$ cat config.mk
export PLATFORM = sky130hd
export DESIGN_NAME = dsm_rate_scheduler
export DESIGN_NICKNAME = d
export VERILOG_FILES = /design/src/rtl/dsm_rate_scheduler.sv
export SDC_FILE = /design/constraint.sdc
export NUM_CORES = 1
export LEC_CHECK = 0
export ABC_AREA = 1
export ABC_CLOCK_PERIOD_IN_PS = 4430
export CAP_MARGIN = 10
export CORE_MARGIN = 3
export CORE_UTILIZATION = 55
export DETAILED_ROUTE_END_ITERATION = 16
export MAX_ROUTING_LAYER = met4
export PLACE_DENSITY = 0.77
export SLEW_MARGIN = 0
export SYNTH_ARGS = -nofsm -noshare
export SYNTH_HDL_FRONTEND = slang
export SYNTH_SLANG_ARGS = --single-unit
$ cat constraint.sdc
create_clock -name aclk -period 4.43 [get_ports aclk]
set_input_delay 0.6645 -clock aclk [delete_from_list [all_inputs] [get_ports aclk]]
set_output_delay 0.6645 -clock aclk [all_outputs]
set_load 0.1 [all_outputs]
$ cat src/rtl/dsm_rate_scheduler.sv
// Tick-paced zero-order-hold scheduler feeding the first-order DSM stage from a small PCM FIFO.
// Define DSM_SCHED_UNDERRUN_CNT_EN to build the saturating underrun counter; otherwise underrun_count is 0.
module dsm_rate_scheduler #(
    parameter int unsigned WIDTH       = 16,
    parameter int unsigned DIV_W       = 8,
    parameter int unsigned FIFO_DEPTH  = 4,
    parameter int unsigned PRIME_LEVEL = 2
) (
    input  logic             aclk,
    input  logic             arst_n,
    input  logic             enable,
    input  logic [DIV_W-1:0] tick_div,
    input  logic [DIV_W-1:0] hold_len,
    input  logic [WIDTH-1:0] s_axis_data_tdata,
    input  logic             s_axis_data_tvalid,
    output logic             s_axis_data_tready,
    output logic [WIDTH-1:0] m_axis_data_tdata,
    output logic             m_axis_data_tvalid,
    input  logic             m_axis_data_tready,
    output logic [1:0]       state,
    output logic             underrun,
    output logic [15:0]      underrun_count
);

    localparam int unsigned AW = $clog2(FIFO_DEPTH);
    localparam int unsigned CW = AW + 1;
    localparam logic [CW-1:0] FULL_LVL  = CW'(FIFO_DEPTH);
    localparam logic [CW-1:0] PRIME_LVL = CW'(PRIME_LEVEL);

    typedef enum logic [1:0] {
        ST_IDLE  = 2'd0,
        ST_PRIME = 2'd1,
        ST_RUN   = 2'd2
    } state_e;

    state_e             state_q, state_d;
    logic [DIV_W-1:0]   tick_div_q, tick_div_d;
    logic [DIV_W-1:0]   hold_len_q, hold_len_d;
    logic [DIV_W-1:0]   cnt_q, cnt_d;
    logic [DIV_W-1:0]   hold_q, hold_d;
    logic [AW-1:0]      wr_ptr_q, wr_ptr_d;
    logic [AW-1:0]      rd_ptr_q, rd_ptr_d;
    logic [CW-1:0]      level_q, level_d;
    logic [WIDTH-1:0]   mem_q [FIFO_DEPTH];
    logic [WIDTH-1:0]   mem_d [FIFO_DEPTH];
    logic [WIDTH-1:0]   tdata_q, tdata_d;
    logic               tvalid_q, tvalid_d;
    logic               underrun_q, underrun_d;
    logic               push, pop, tick, pending;

    // Ready is a function of registered level only, so a same-cycle pop never widens it.
    assign s_axis_data_tready = (state_q != ST_IDLE) && (level_q != FULL_LVL);
    assign m_axis_data_tdata  = tdata_q;
    assign m_axis_data_tvalid = tvalid_q;
    assign state              = state_q;
    assign underrun           = underrun_q;

    always_comb begin
        state_d    = state_q;
        tick_div_d = tick_div_q;
        hold_len_d = hold_len_q;
        cnt_d      = cnt_q;
        hold_d     = hold_q;
        wr_ptr_d   = wr_ptr_q;
        rd_ptr_d   = rd_ptr_q;
        level_d    = level_q;
        mem_d      = mem_q;
        tdata_d    = tdata_q;
        tvalid_d   = tvalid_q;
        underrun_d = 1'b0;
        pop        = 1'b0;
        tick       = 1'b0;
        push       = s_axis_data_tvalid && s_axis_data_tready;
        pending    = tvalid_q && !m_axis_data_tready;

        if (tvalid_q && m_axis_data_tready) begin
            tvalid_d = 1'b0;
        end

        case (state_q)
            ST_IDLE: begin
                tvalid_d = 1'b0;
                wr_ptr_d = '0;
                rd_ptr_d = '0;
                level_d  = '0;
                if (enable) begin
                    state_d    = ST_PRIME;
                    tick_div_d = tick_div;
                    hold_len_d = hold_len;
                    cnt_d      = '0;
                    hold_d     = '0;
                end
            end
            ST_PRIME, ST_RUN: begin
                // Counter parks on its terminal value while a beat is stalled.
                tick = (cnt_q == tick_div_q) && !pending;
                if (tick) begin
                    cnt_d = '0;
                end else if (cnt_q != tick_div_q) begin
                    cnt_d = cnt_q + 1'b1;
                end

                if (tick) begin
                    tvalid_d = 1'b1;
                    if (state_q == ST_PRIME) begin
                        if (level_q >= PRIME_LVL) begin
                            pop     = 1'b1;
                            tdata_d = mem_q[rd_ptr_q];
                            hold_d  = '0;
                            state_d = ST_RUN;
                        end else begin
                            tdata_d = '0;
                        end
                    end else if (hold_q == hold_len_q) begin
                        if (level_q == '0) begin
                            tdata_d    = '0;
                            underrun_d = 1'b1;
                            state_d    = ST_PRIME;
                        end else begin
                            pop     = 1'b1;
                            tdata_d = mem_q[rd_ptr_q];
                            hold_d  = '0;
                        end
                    end else begin
                        hold_d = hold_q + 1'b1;
                    end
                end
            end
            default: state_d = ST_IDLE;
        endcase

        if (push) begin
            mem_d[wr_ptr_q] = s_axis_data_tdata;
            wr_ptr_d        = wr_ptr_q + 1'b1;
        end
        if (pop) begin
            rd_ptr_d = rd_ptr_q + 1'b1;
        end
        case ({push, pop})
            2'b10:   level_d = level_q + 1'b1;
            2'b01:   level_d = level_q - 1'b1;
            default: ;
        endcase

        // Disable wins over everything: abandon any beat and flush.
        if (!enable) begin
            state_d    = ST_IDLE;
            tvalid_d   = 1'b0;
            underrun_d = 1'b0;
            wr_ptr_d   = '0;
            rd_ptr_d   = '0;
            level_d    = '0;
        end
    end

    always_ff @(posedge aclk) begin
        if (!arst_n) begin
            state_q    <= ST_IDLE;
            tick_div_q <= '0;
            hold_len_q <= '0;
            cnt_q      <= '0;
            hold_q     <= '0;
            wr_ptr_q   <= '0;
            rd_ptr_q   <= '0;
            level_q    <= '0;
            tdata_q    <= '0;
            tvalid_q   <= 1'b0;
            underrun_q <= 1'b0;
        end else begin
            state_q    <= state_d;
            tick_div_q <= tick_div_d;
            hold_len_q <= hold_len_d;
            cnt_q      <= cnt_d;
            hold_q     <= hold_d;
            wr_ptr_q   <= wr_ptr_d;
            rd_ptr_q   <= rd_ptr_d;
            level_q    <= level_d;
            tdata_q    <= tdata_d;
            tvalid_q   <= tvalid_d;
            underrun_q <= underrun_d;
        end
    end

    always_ff @(posedge aclk) begin
        mem_q <= mem_d;
    end

`ifdef DSM_SCHED_UNDERRUN_CNT_EN
    logic [15:0] urun_cnt_q, urun_cnt_d;

    always_comb begin
        urun_cnt_d = urun_cnt_q;
        if (state_q == ST_IDLE && state_d == ST_PRIME) begin
            urun_cnt_d = '0;
        end else if (underrun_d && urun_cnt_q != '1) begin
            urun_cnt_d = urun_cnt_q + 1'b1;
        end
    end

    always_ff @(posedge aclk) begin
        if (!arst_n) begin
            urun_cnt_q <= '0;
        end else begin
            urun_cnt_q <= urun_cnt_d;
        end
    end

    assign underrun_count = urun_cnt_q;
`else
    assign underrun_count = '0;
`endif

endmodule

==> metrics.txt <==
status finished, final reports clean; Seq cells post-synth 123; setup violation total in the final timing report 0; total overflow reported by the global router 0; Post-synth EDFFs 64; worst IR drop on VDD about 430 µV; number of nets with antenna violations after routing 0; reg2reg end level_q[2]; busiest layer in global routing met2; maximum fanout along the worst path 6; nets between 700 and 800; family of cells with the greatest summed delay on the critical path buffers and inverters; Total Wirelength around 12 mm; post-CTS sizing 0; met1 usage 26.52%; Post-Layout Cell Count 804; number of iterations in the first detailed-routing pass 5; Antenna diodes 0; cts hold-fix bufs 0; category of the worst setup path capture point output port; post-layout worst setup margin 1145 ps; slowest cell on the critical path sky130_fd_sc_hd__clkdlybuf4s50_1; vertical die dimension between 100 and 150 µm; flop2flop setup slack approximately 1500 ps; Area growth syn-to-layout 21.50%; critical path startpoint category register; CTS clock-pin slew for the worst setup and hold paths 60 ps; most common cell in the netlist sky130_fd_sc_hd__nand2_1; number of placed instances, taps included 772; worst slew margin relative to its limit 32.87%; prevailing post-synth register cell sky130_fd_sc_hd__edfxtp_1; setup slack after placement 1404 ps; total power consumption of the routed design a little over 3000 µW; setup clock skew after layout 11.20 ps; unrepaired setup endpoints after global routing no; horizontal die dimension 106.3 µm; area of the die 11300 µm²; Fmax achieved 304.4 MHz; initial antenna violation count 0; Root Buffer Master sky130_fd_sc_hd__clkbuf_8; maximum root-to-sink buffer count 2; H-tree levels 4; CP arrival 2620 ps; global routing met2 resource utilization 39.37%; number of distinct standard cells referenced by the synthesized netlist 36; most area-consuming cells after synthesis sky130_fd_sc_hd__edfxtp_1, sky130_fd_sc_hd__dfxtp_1, sky130_fd_sc_hd__nand2_1; Syn Std Cell Area 5535 µm²; count of buffers from port buffering between 50 and 60; post-CTS setup-driven buffer insertion count 0; average cell area after synthesis 9.164 µm²; largest net degree at the start of global routing 37; wire length of the first global-routing pass 20.13 mm; critical path buffer and inverter count 2; clock sink count roughly 120; clock tree from TritonCTS yes; source of the critical timing path state[1]; Mapped Cells 604; iteration-0 DRC count of the detailed router 304; fraction of synthesis flops using an asynchronous set or reset pin 0%; cell type with the highest aggregate area in the netlist sky130_fd_sc_hd__edfxtp_1; Post-Route Hold Slack about 470 ps; Max Cap Viol 0; startpoint-to-endpoint class of the critical path register to output port; cell depth of the worst setup path 4; effective utilization at floorplan 58.25%; fin crit share 74.16%; ranking of synthesized cells by instance count sky130_fd_sc_hd__nand2_1, sky130_fd_sc_hd__nor2_1, sky130_fd_sc_hd__edfxtp_1; share of post-route cells with drive strength above 1 8.444%; Yosys warning count 0; launching point of the worst reg2reg path state[1]; count of pins over their slew limit 0; routability cong. about 0.9; actual slew at the worst max-slew pin 1006 ps; CP cell instances inv_1 -> ha_1 -> a21oi_2 -> clkdlybuf4s50_1; routed length per placed instance 15.37 µm; worst min-delay path category register to register; Slowest Stage Delay on Critical Path 1150 ps; endpoints failing hold 0; total negative slack 0 ps; all-layer global routing usage around a quarter; Worst EP required roughly 3800 ps; io pins 74; Worst Setup EP s_axis_data_tready; minimum clock period 3285 ps; worst-skew pair later-pin latency 520 ps; via count of the first global-routing pass 4114; fraction of the yosys area taken by sequential cells 56.06%; Filler cells 720; via total after detailed routing 4262; power per cell area between 400 and 500 nW/µm²; clock buffers created by TritonCTS 17; FP Rows 35; placed wire-length estimate after detailed placement 7.889 mm; total leakage power between 0.002 and 0.003 µW; met3 track demand over resource in global routing 5.768%; drt drc 0; average vias per placed instance 5.301; area share of the largest cell type after synthesis 34.72%; Core Area 9503 µm²; length in cells of the worst reg-to-reg path 15
-- worst register-to-register path: stages (launching register included) --
cell and delay, ps:
sky130_fd_sc_hd__dfxtp_1 410, sky130_fd_sc_hd__inv_1 100, sky130_fd_sc_hd__ha_1 220, sky130_fd_sc_hd__inv_1 180, sky130_fd_sc_hd__nor2_1 110, sky130_fd_sc_hd__nor2_1 260, sky130_fd_sc_hd__inv_1 70, sky130_fd_sc_hd__nor2_1 210
sky130_fd_sc_hd__ha_1 260, sky130_fd_sc_hd__xor2_1 100, sky130_fd_sc_hd__ha_1 190, sky130_fd_sc_hd__a21oi_1 160, sky130_fd_sc_hd__inv_1 80, sky130_fd_sc_hd__or2_2 290, sky130_fd_sc_hd__nand3_1 70, sky130_fd_sc_hd__a21oi_1 70
-- layer usage --
layer  wire (µm)  up-vias
met5           0        -
met4         253        0
met3         816       27
met2        6127      161
met1        5161     1964
li1            -     2110
-- layout by cell type (no fill, tap or decap), drive strengths merged --
master         instances
a211oi                 1
a21oi                 39
and2                   1
buf                    4
bufinv                 1
clkbuf                17
clkdlybuf4s50         57
clkinv                 3
clkinvlp               1
conb                  16
dfxtp                 59
edfxtp                64
ha                    14
inv                   61
nand2                116
nand3                 24
nand3b                 2
nand4                  3
nor2                  79
nor3                  52
nor3b                  1
o211a                  1
o21ai                 23
o22ai                 16
or2                    1
xnor2                 11
xor2                   8
-- sequential cells by signal (all words and copies together), names as in the netlist --
| name | flops |
|---|---|
| wr_ptr_q | 2 |
| level_q | 3 |
| tick_div_q | 8 |
| m_axis_data_tvalid | 1 |
| m_axis_data_tdata | 16 |
| underrun | 1 |
| hold_q | 8 |
| hold_len_q | 8 |
| mem_q | 64 |
| rd_ptr_q | 2 |
| state | 2 |
| cnt_q | 8 |
-- worst min path at each step --
stage                               from                    to  slack [ps]  cells after the start
finish              m_axis_data_tdata[1]  m_axis_data_tdata[1]         470                      2
global route        m_axis_data_tdata[1]  m_axis_data_tdata[1]         480                      2
CTS                 m_axis_data_tdata[1]  m_axis_data_tdata[1]         470                      2
detailed placement  m_axis_data_tdata[9]  m_axis_data_tdata[9]         460                      2
global placement    m_axis_data_tdata[1]  m_axis_data_tdata[1]         450                      2
floorplan                  tick_div_q[4]         tick_div_q[4]         440                      2
-- power by group --
group          switching [µW]  leakage [µW]  internal (µW)
combinational             323       0.00127            135
sequential               40.1       0.00106           1250
clock                     573      0.000287            778
-- through the flow --
stage,utilization [%],instance area [µm²]
global route,70.77,6725
finish,70.77,6725
global placement,64.61,6140
detailed placement,64.61,6140
CTS,70.77,6725
floorplan,-,5595
-- layout make-up --
type                            count  area (µm²)  share of cell area, %
Tap cell                          129       161.4                  2.400
Timing Repair Buffer               61       600.6                  8.930
Clock inverter                     15       171.4                  2.549
Multi-Input combinational cell    408        2083                  30.98
Sequential cell                   123        3103                  46.14
Clock buffer                       17       414.1                  6.158
Inverter                           51       191.4                  2.847
-- logic make-up (layout without fill, tap and decap cells) --
group | count (synthesis) | count (layout) | synth area share (%)
other cells | 1 | 16 | 0.06775
compound gates | 80 | 80 | 7.866
simple gates | 279 | 279 | 22.22
flops | 123 | 123 | 56.06
buf+inv | 88 | 144 | 7.482
xor+xnor | 19 | 19 | 3.142
fa+ha+maj | 14 | 14 | 3.165
(Power assumes the default switching activity.)
